### config.mk
export PLATFORM = sky130hd
export DESIGN_NAME = vga_timing_lookahead
export DESIGN_NICKNAME = d
export VERILOG_FILES = /design/src/rtl/vga_pkg.sv /design/src/rtl/vga_coord_counter.sv /design/src/rtl/vga_timing_lookahead.sv
export SDC_FILE = /design/constraint.sdc
export NUM_CORES = 1
export LEC_CHECK = 0
export BUFFER_PORTS_ARGS = -buffer_cell sky130_fd_sc_hd__buf_2
export CORE_ASPECT_RATIO = 1.75
export CORE_MARGIN = 2
export CORE_UTILIZATION = 49
export CTS_CLUSTER_SIZE = 8
export DETAILED_ROUTE_END_ITERATION = 6
export HOLD_SLACK_MARGIN = 0.06
export PLACE_DENSITY = 0.77
export SETUP_SLACK_MARGIN = 0.4
export SLEW_MARGIN = 10
export SYNTH_ARGS = -nofsm -noshare
export SYNTH_HDL_FRONTEND = slang
export SYNTH_SLANG_ARGS = --single-unit
### constraint.sdc
create_clock -name vga_pix_clk -period 2.91 [get_ports vga_pix_clk]
set_clock_uncertainty 0.1 [all_clocks]
set_input_delay 0.4365 -clock vga_pix_clk [delete_from_list [all_inputs] [get_ports vga_pix_clk]]
set_output_delay 0.4365 -clock vga_pix_clk [all_outputs]
set_load 0.1 [all_outputs]
### src/rtl/vga_pkg.sv
// Default 640x480@60 VGA timing constants, derived counter widths and the coordinate type
// shared by the timing generator and its coordinate counters.
package vga_pkg;

    localparam int unsigned PIPELINE_STAGES = 2;

    localparam int unsigned H_VISIBLE_AREA = 640;
    localparam int unsigned H_FRONT_PORCH  = 16;
    localparam int unsigned H_SYNC_PULSE   = 96;
    localparam int unsigned H_BACK_PORCH   = 48;
    localparam int unsigned V_VISIBLE_AREA = 480;
    localparam int unsigned V_FRONT_PORCH  = 10;
    localparam int unsigned V_SYNC_PULSE   = 2;
    localparam int unsigned V_BACK_PORCH   = 33;

    localparam int unsigned H_WHOLE_LINE =
        H_VISIBLE_AREA + H_FRONT_PORCH + H_SYNC_PULSE + H_BACK_PORCH;
    localparam int unsigned V_WHOLE_LINE =
        V_VISIBLE_AREA + V_FRONT_PORCH + V_SYNC_PULSE + V_BACK_PORCH;
    localparam int unsigned HW = $clog2(H_WHOLE_LINE);
    localparam int unsigned VW = $clog2(V_WHOLE_LINE);

    typedef struct packed {
        logic [HW-1:0] x;
        logic [VW-1:0] y;
    } vga_coord_t;

endpackage

### src/rtl/vga_coord_counter.sv
// Wrapping x/y raster counter with synchronous load of an initial coordinate.
// coord_nxt exposes the value the counter takes on the next edge.
module vga_coord_counter
    import vga_pkg::*;
#(
    parameter int unsigned H_WHOLE = H_WHOLE_LINE,
    parameter int unsigned V_WHOLE = V_WHOLE_LINE,
    parameter int unsigned XW      = HW,
    parameter int unsigned YW      = VW,
    parameter type         coord_t = vga_coord_t
) (
    input  logic   clk,
    input  logic   rst_n,
    input  logic   step,
    input  logic   load,
    input  coord_t init,
    output coord_t coord,
    output coord_t coord_nxt
);

    always_comb begin
        coord_nxt = coord;
        if (load) begin
            coord_nxt = init;
        end else if (step) begin
            if (coord.x == XW'(H_WHOLE - 1)) begin
                coord_nxt.x = '0;
                if (coord.y == YW'(V_WHOLE - 1)) begin
                    coord_nxt.y = '0;
                end else begin
                    coord_nxt.y = coord.y + YW'(1);
                end
            end else begin
                coord_nxt.x = coord.x + XW'(1);
            end
        end
    end

    always_ff @(posedge clk or negedge rst_n) begin
        if (!rst_n) begin
            coord <= init;
        end else begin
            coord <= coord_nxt;
        end
    end

endmodule

### src/rtl/vga_timing_lookahead.sv
// VGA timing generator: current raster pair with sync/DE plus a second pair LOOKAHEAD pixels ahead.
// Optional frame counter enabled with `define VGA_FRAME_COUNTER_EN.
module vga_timing_lookahead #(
    parameter int unsigned H_VISIBLE_AREA = vga_pkg::H_VISIBLE_AREA,
    parameter int unsigned H_FRONT_PORCH  = vga_pkg::H_FRONT_PORCH,
    parameter int unsigned H_SYNC_PULSE   = vga_pkg::H_SYNC_PULSE,
    parameter int unsigned H_BACK_PORCH   = vga_pkg::H_BACK_PORCH,
    parameter int unsigned V_VISIBLE_AREA = vga_pkg::V_VISIBLE_AREA,
    parameter int unsigned V_FRONT_PORCH  = vga_pkg::V_FRONT_PORCH,
    parameter int unsigned V_SYNC_PULSE   = vga_pkg::V_SYNC_PULSE,
    parameter int unsigned V_BACK_PORCH   = vga_pkg::V_BACK_PORCH,
    parameter int unsigned LOOKAHEAD      = vga_pkg::PIPELINE_STAGES,
    parameter logic        HS_POL         = 1'b0,
    parameter logic        VS_POL         = 1'b0,
    parameter int unsigned FRAME_CNT_W    = 16,
    localparam int unsigned H_WHOLE_LINE  =
        H_VISIBLE_AREA + H_FRONT_PORCH + H_SYNC_PULSE + H_BACK_PORCH,
    localparam int unsigned V_WHOLE_LINE  =
        V_VISIBLE_AREA + V_FRONT_PORCH + V_SYNC_PULSE + V_BACK_PORCH,
    localparam int unsigned HW = $clog2(H_WHOLE_LINE),
    localparam int unsigned VW = $clog2(V_WHOLE_LINE)
) (
    input  logic                   vga_pix_clk,
    input  logic                   rst_n,
    input  logic                   pix_stb,
    input  logic                   resync,
    output logic [HW-1:0]          sx,
    output logic [VW-1:0]          sy,
    output logic                   de,
    output logic                   hsync,
    output logic                   vsync,
    output logic [HW-1:0]          sx_aot,
    output logic [VW-1:0]          sy_aot,
    output logic                   de_aot,
    output logic                   line_stb_aot,
    output logic                   frame_stb_aot,
    output logic [FRAME_CNT_W-1:0] frame_cnt
);

    if (LOOKAHEAD >= H_WHOLE_LINE || H_FRONT_PORCH == 0 || H_SYNC_PULSE == 0 ||
        H_BACK_PORCH == 0 || V_FRONT_PORCH == 0 || V_SYNC_PULSE == 0 ||
        V_BACK_PORCH == 0) begin : g_bad_params
        $error("vga_timing_lookahead: illegal timing or LOOKAHEAD parameters");
    end

    typedef struct packed {
        logic [HW-1:0] x;
        logic [VW-1:0] y;
    } coord_t;

    localparam coord_t CUR_INIT = '{x: '0, y: '0};
    localparam coord_t AOT_INIT = '{x: HW'(LOOKAHEAD), y: '0};

    function automatic logic is_visible(input coord_t c);
        return (c.x < HW'(H_VISIBLE_AREA)) && (c.y < VW'(V_VISIBLE_AREA));
    endfunction

    function automatic logic hsync_level(input logic [HW-1:0] x);
        return ((x >= HW'(H_VISIBLE_AREA + H_FRONT_PORCH)) &&
                (x <  HW'(H_VISIBLE_AREA + H_FRONT_PORCH + H_SYNC_PULSE))) ? HS_POL : ~HS_POL;
    endfunction

    function automatic logic vsync_level(input logic [VW-1:0] y);
        return ((y >= VW'(V_VISIBLE_AREA + V_FRONT_PORCH)) &&
                (y <  VW'(V_VISIBLE_AREA + V_FRONT_PORCH + V_SYNC_PULSE))) ? VS_POL : ~VS_POL;
    endfunction

    coord_t cur, cur_nxt, aot, aot_nxt;

    vga_coord_counter #(
        .H_WHOLE (H_WHOLE_LINE),
        .V_WHOLE (V_WHOLE_LINE),
        .XW      (HW),
        .YW      (VW),
        .coord_t (coord_t)
    ) u_cur (
        .clk       (vga_pix_clk),
        .rst_n     (rst_n),
        .step      (pix_stb),
        .load      (resync),
        .init      (CUR_INIT),
        .coord     (cur),
        .coord_nxt (cur_nxt)
    );

    vga_coord_counter #(
        .H_WHOLE (H_WHOLE_LINE),
        .V_WHOLE (V_WHOLE_LINE),
        .XW      (HW),
        .YW      (VW),
        .coord_t (coord_t)
    ) u_aot (
        .clk       (vga_pix_clk),
        .rst_n     (rst_n),
        .step      (pix_stb),
        .load      (resync),
        .init      (AOT_INIT),
        .coord     (aot),
        .coord_nxt (aot_nxt)
    );

    assign sx     = cur.x;
    assign sy     = cur.y;
    assign sx_aot = aot.x;
    assign sy_aot = aot.y;

    // Decoded from the counters' next values so flags line up with the coordinates they describe.
    always_ff @(posedge vga_pix_clk or negedge rst_n) begin
        if (!rst_n) begin
            de            <= is_visible(CUR_INIT);
            hsync         <= hsync_level(CUR_INIT.x);
            vsync         <= vsync_level(CUR_INIT.y);
            de_aot        <= is_visible(AOT_INIT);
            line_stb_aot  <= (AOT_INIT.x == '0);
            frame_stb_aot <= (AOT_INIT == '0);
        end else begin
            de            <= is_visible(cur_nxt);
            hsync         <= hsync_level(cur_nxt.x);
            vsync         <= vsync_level(cur_nxt.y);
            de_aot        <= is_visible(aot_nxt);
            line_stb_aot  <= (aot_nxt.x == '0);
            frame_stb_aot <= (aot_nxt == '0);
        end
    end

`ifdef VGA_FRAME_COUNTER_EN
    logic [FRAME_CNT_W-1:0] frame_cnt_q;
    logic                   frame_wrap;

    assign frame_wrap = pix_stb && !resync &&
                        (cur.x == HW'(H_WHOLE_LINE - 1)) && (cur.y == VW'(V_WHOLE_LINE - 1));

    always_ff @(posedge vga_pix_clk or negedge rst_n) begin
        if (!rst_n) begin
            frame_cnt_q <= '0;
        end else if (frame_wrap) begin
            frame_cnt_q <= frame_cnt_q + FRAME_CNT_W'(1);
        end
    end

    assign frame_cnt = frame_cnt_q;
`else
    assign frame_cnt = '0;
`endif

endmodule

==> reports/results.txt <==
core area -> 5590 µm²
Final min period -> 2.54 ns
fmax -> 0.394 GHz
Netlist Area Pre-Place -> 2830 µm²
Setup WS pre-CTS -> 0.228 ns
TritonCTS clock tree -> yes
width of the die -> 61.5 µm
Routed WL -> 7430 µm
most common cell in the synthesized netlist -> dfrtp_1
setup tns final -> 0 ns
CP Class -> reg -> reg
Setup crit end kind -> flop
Fillers -> 482
hpwl dp -> 5430 µm
outcome -> completed
post-synthesis compound-gate area fraction -> 15.5%
sequential share of the synthesized area -> 40.8%
Synth top cells by count -> 41 x dfrtp_1, 28 x nor2_1, 20 x nand2_1
Tot Pwr -> 1.47 mW
CP Data Arrival Time -> 2.66 ns
Yosys warnings -> 0
Final Wtd Congestion -> 0.950
CP delay by family, top -> simple AND/OR/NAND/NOR gates
I/O Buffers -> 49
first-pass GRT wire length -> 12,100 µm
initial drt markers -> 189
Synth Area in XOR/XNOR -> 4.33%
drt first pass iters -> 4
Yosys cell types -> 57
synthesized-area fraction occupied by adder cells -> 2.65%
crit share post-route -> 87.3%
Area contributors post-synth -> dfrtp_1 36%, dfstp_2 4.6%, buf_4 4.2%
Synth Instances -> 313
Wirelength per Cell -> 16.5 µm
Ports -> 66
Initial Util -> 50.7%
Total Routing Usage GR -> 24.1%
Site Rows -> 36
share of the synthesized area in the top cell type -> 36.2%
clk root buf -> clkbuf_8
CP Cell Sequence -> nand4bb_4 > or4_4 > or4_4 > a21oi_2 > nand3_1 > or4_1
Critical Path Max Stage Delay -> 0.53 ns
total grt overflow -> 0
worst r2r src -> u_cur.coord[17]$_DFF_PN0_
fin. max-slew vios -> 0
cell repeated most along the worst path -> or4_4
initial antenna violation count -> 0
number of enable flip-flop cells after synthesis -> 0
Syn Area/Cell -> 9.05 µm²
placed cell count -> 432
post-route cell area -> 3550 µm²
crit path launch type -> flop
final worst slack -> 0.370 ns
Final Hold Fails -> 0
ys async rst share -> 100%
leakage -> 1.50 nW
Crit path buffers/inverters -> 0
multiplexer area fraction after synthesis -> 1.81%
worst-path fanout max -> 4
most frequently used flop master after synthesis -> dfrtp_1
number of max-cap violations -> 0
Via density -> 5.98
via count -> 2,693
final cell count without fillers -> 450
simple-gate share of the synthesized area -> 26.9%
Yosys reg bits -> 46
clock latency on the worst-skew pair -> 0.31 ns
clk buf depth -> 2
CTS H-tree lvls -> 2
largest net degree at the start of global routing -> 32
RSZ-0062 raised after global routing -> true
Die Y -> 105 µm
# DRC -> 0
post-synth top area cell -> dfrtp_1
largest family of logic cells by synthesized area -> simple AND/OR/NAND/NOR gates
hold crit path type -> in -> async
CP required -> 3.03 ns
area delta synth->final -> 25.2%
Placed Area -> 3260 µm²
ant diodes -> 0
die area -> 6430 µm²
VDD IR max -> 0.000472 V
Crit-path slowest cell -> or4_4
Routed Antenna Nets -> 0
CTS clk-pin slew, worst paths -> 0.09 ns
final setup fails -> 0
Setup crit start -> u_cur.coord[17]$_DFF_PN0_
fin nets -> 383
layout cell share with drive strength beyond 1 -> 37.2%
number of global-route vias before repair -> 2,538
number of buffers created by CTS -> 5
CTS sink cnt -> 46
pwr/cell area -> 413 nW/µm²
[kinds of logic (layout without fill, tap and decap cells)]
family,after synthesis,in the layout
AND/OR/NAND/NOR,137,137
buffers and inverters,42,88
AO/OA/AOI/OAI,62,62
flip-flops,46,46
multiplexers,5,5
other,1,16
adder cells (fa/ha/maj),6,6
XOR/XNOR,14,14
[path summary, 6_finish.rpt]
check / endpoint / slack [ns] / depth (start not counted)
max: vsync$_DFF_PN1_ / 0.37 / 6
min: u_aot.coord[5]$_DFF_PN0_ / 0.47 / 2
max reg2reg: vsync$_DFF_PN1_ / 0.37 / 6
min reg2reg: u_cur.coord[4]$_DFF_PN0_ / 0.49 / 1
max in group asynchronous: de$_DFF_PN1_ / 1.47 / 3
min in group vga_pix_clk: u_cur.coord[4]$_DFF_PN0_ / 0.49 / 1
[area by class of cell]
type                    instances  area [µm²]  area share, %
clock buffers                   5        68.8           1.94
clock inverters                 3        45.0           1.27
inverters                      14        52.6           1.48
multi-input cells             240        1690           47.5
flip-flops and latches         46        1220           34.4
well taps                      76        95.1           2.68
repair buffers                 66         380           10.7
[what timing repair did]
action / CTS / global route
resized for setup: 5 / 10
setup buffers: 7 / 2
hold buffers: 1 / 0
hold endpoints to repair: 14 / 0
pin swaps: 4 / 3
endpoints found under the setup margin: 3 / 4
[placed cells by master, fill, tap and decap left out, types with 5 or more instances in the layout]
cell	instances
a311oi_1	5
xnor2_1	10
and4_1	5
a31oi_1	5
nor2_1	28
dfrtp_2	18
nor3_1	10
nand3_1	18
inv_1	12
nor4_1	5
nand2_1	19
conb_1	16
clkbuf_8	5
buf_2	49
nand4_1	14
buf_4	15
o21ai_0	9
dfrtp_4	10
dfrtp_1	13
nor2b_1	5
a21oi_1	12
[metrics by stage]
| step | hold slack [ns] | util, % |
|---|---|---|
| after CTS | 0.472 | 62.2 |
| after global placement | 0.272 | 58.4 |
| after detailed placement | 0.273 | 58.4 |
| after global routing | 0.508 | 63.5 |
| final | 0.466 | 63.5 |
| after floorplan | 0.0409 | - |
[sequential cells by signal, summed over array words and instances, names as in the netlist]
| register | flops |
|---|---|
| frame_stb_aot | 1 |
| u_aot.coord | 20 |
| vsync | 1 |
| hsync | 1 |
| line_stb_aot | 1 |
| u_cur.coord | 20 |
| de_aot | 1 |
| de | 1 |
[power breakdown]
| part | internal, mW | switching, mW | total, mW |
|---|---|---|---|
| logic | 0.0529 | 0.251 | 0.304 |
| registers | 0.656 | 0.0200 | 0.676 |
| clock network | 0.256 | 0.229 | 0.485 |
[routing by layer]
layer / global-route usage (%) / up-vias / part of all wire, %
met1: 27.8 / 1295 / 38
met4: 9.73 / 0 / 3.6
met3: 3.96 / 24 / 5.0
met5: 0 / - / 0
li1: - / 1250 / -
met2: 41.8 / 124 / 54
Note: power is estimated with default switching activity, not from simulation.
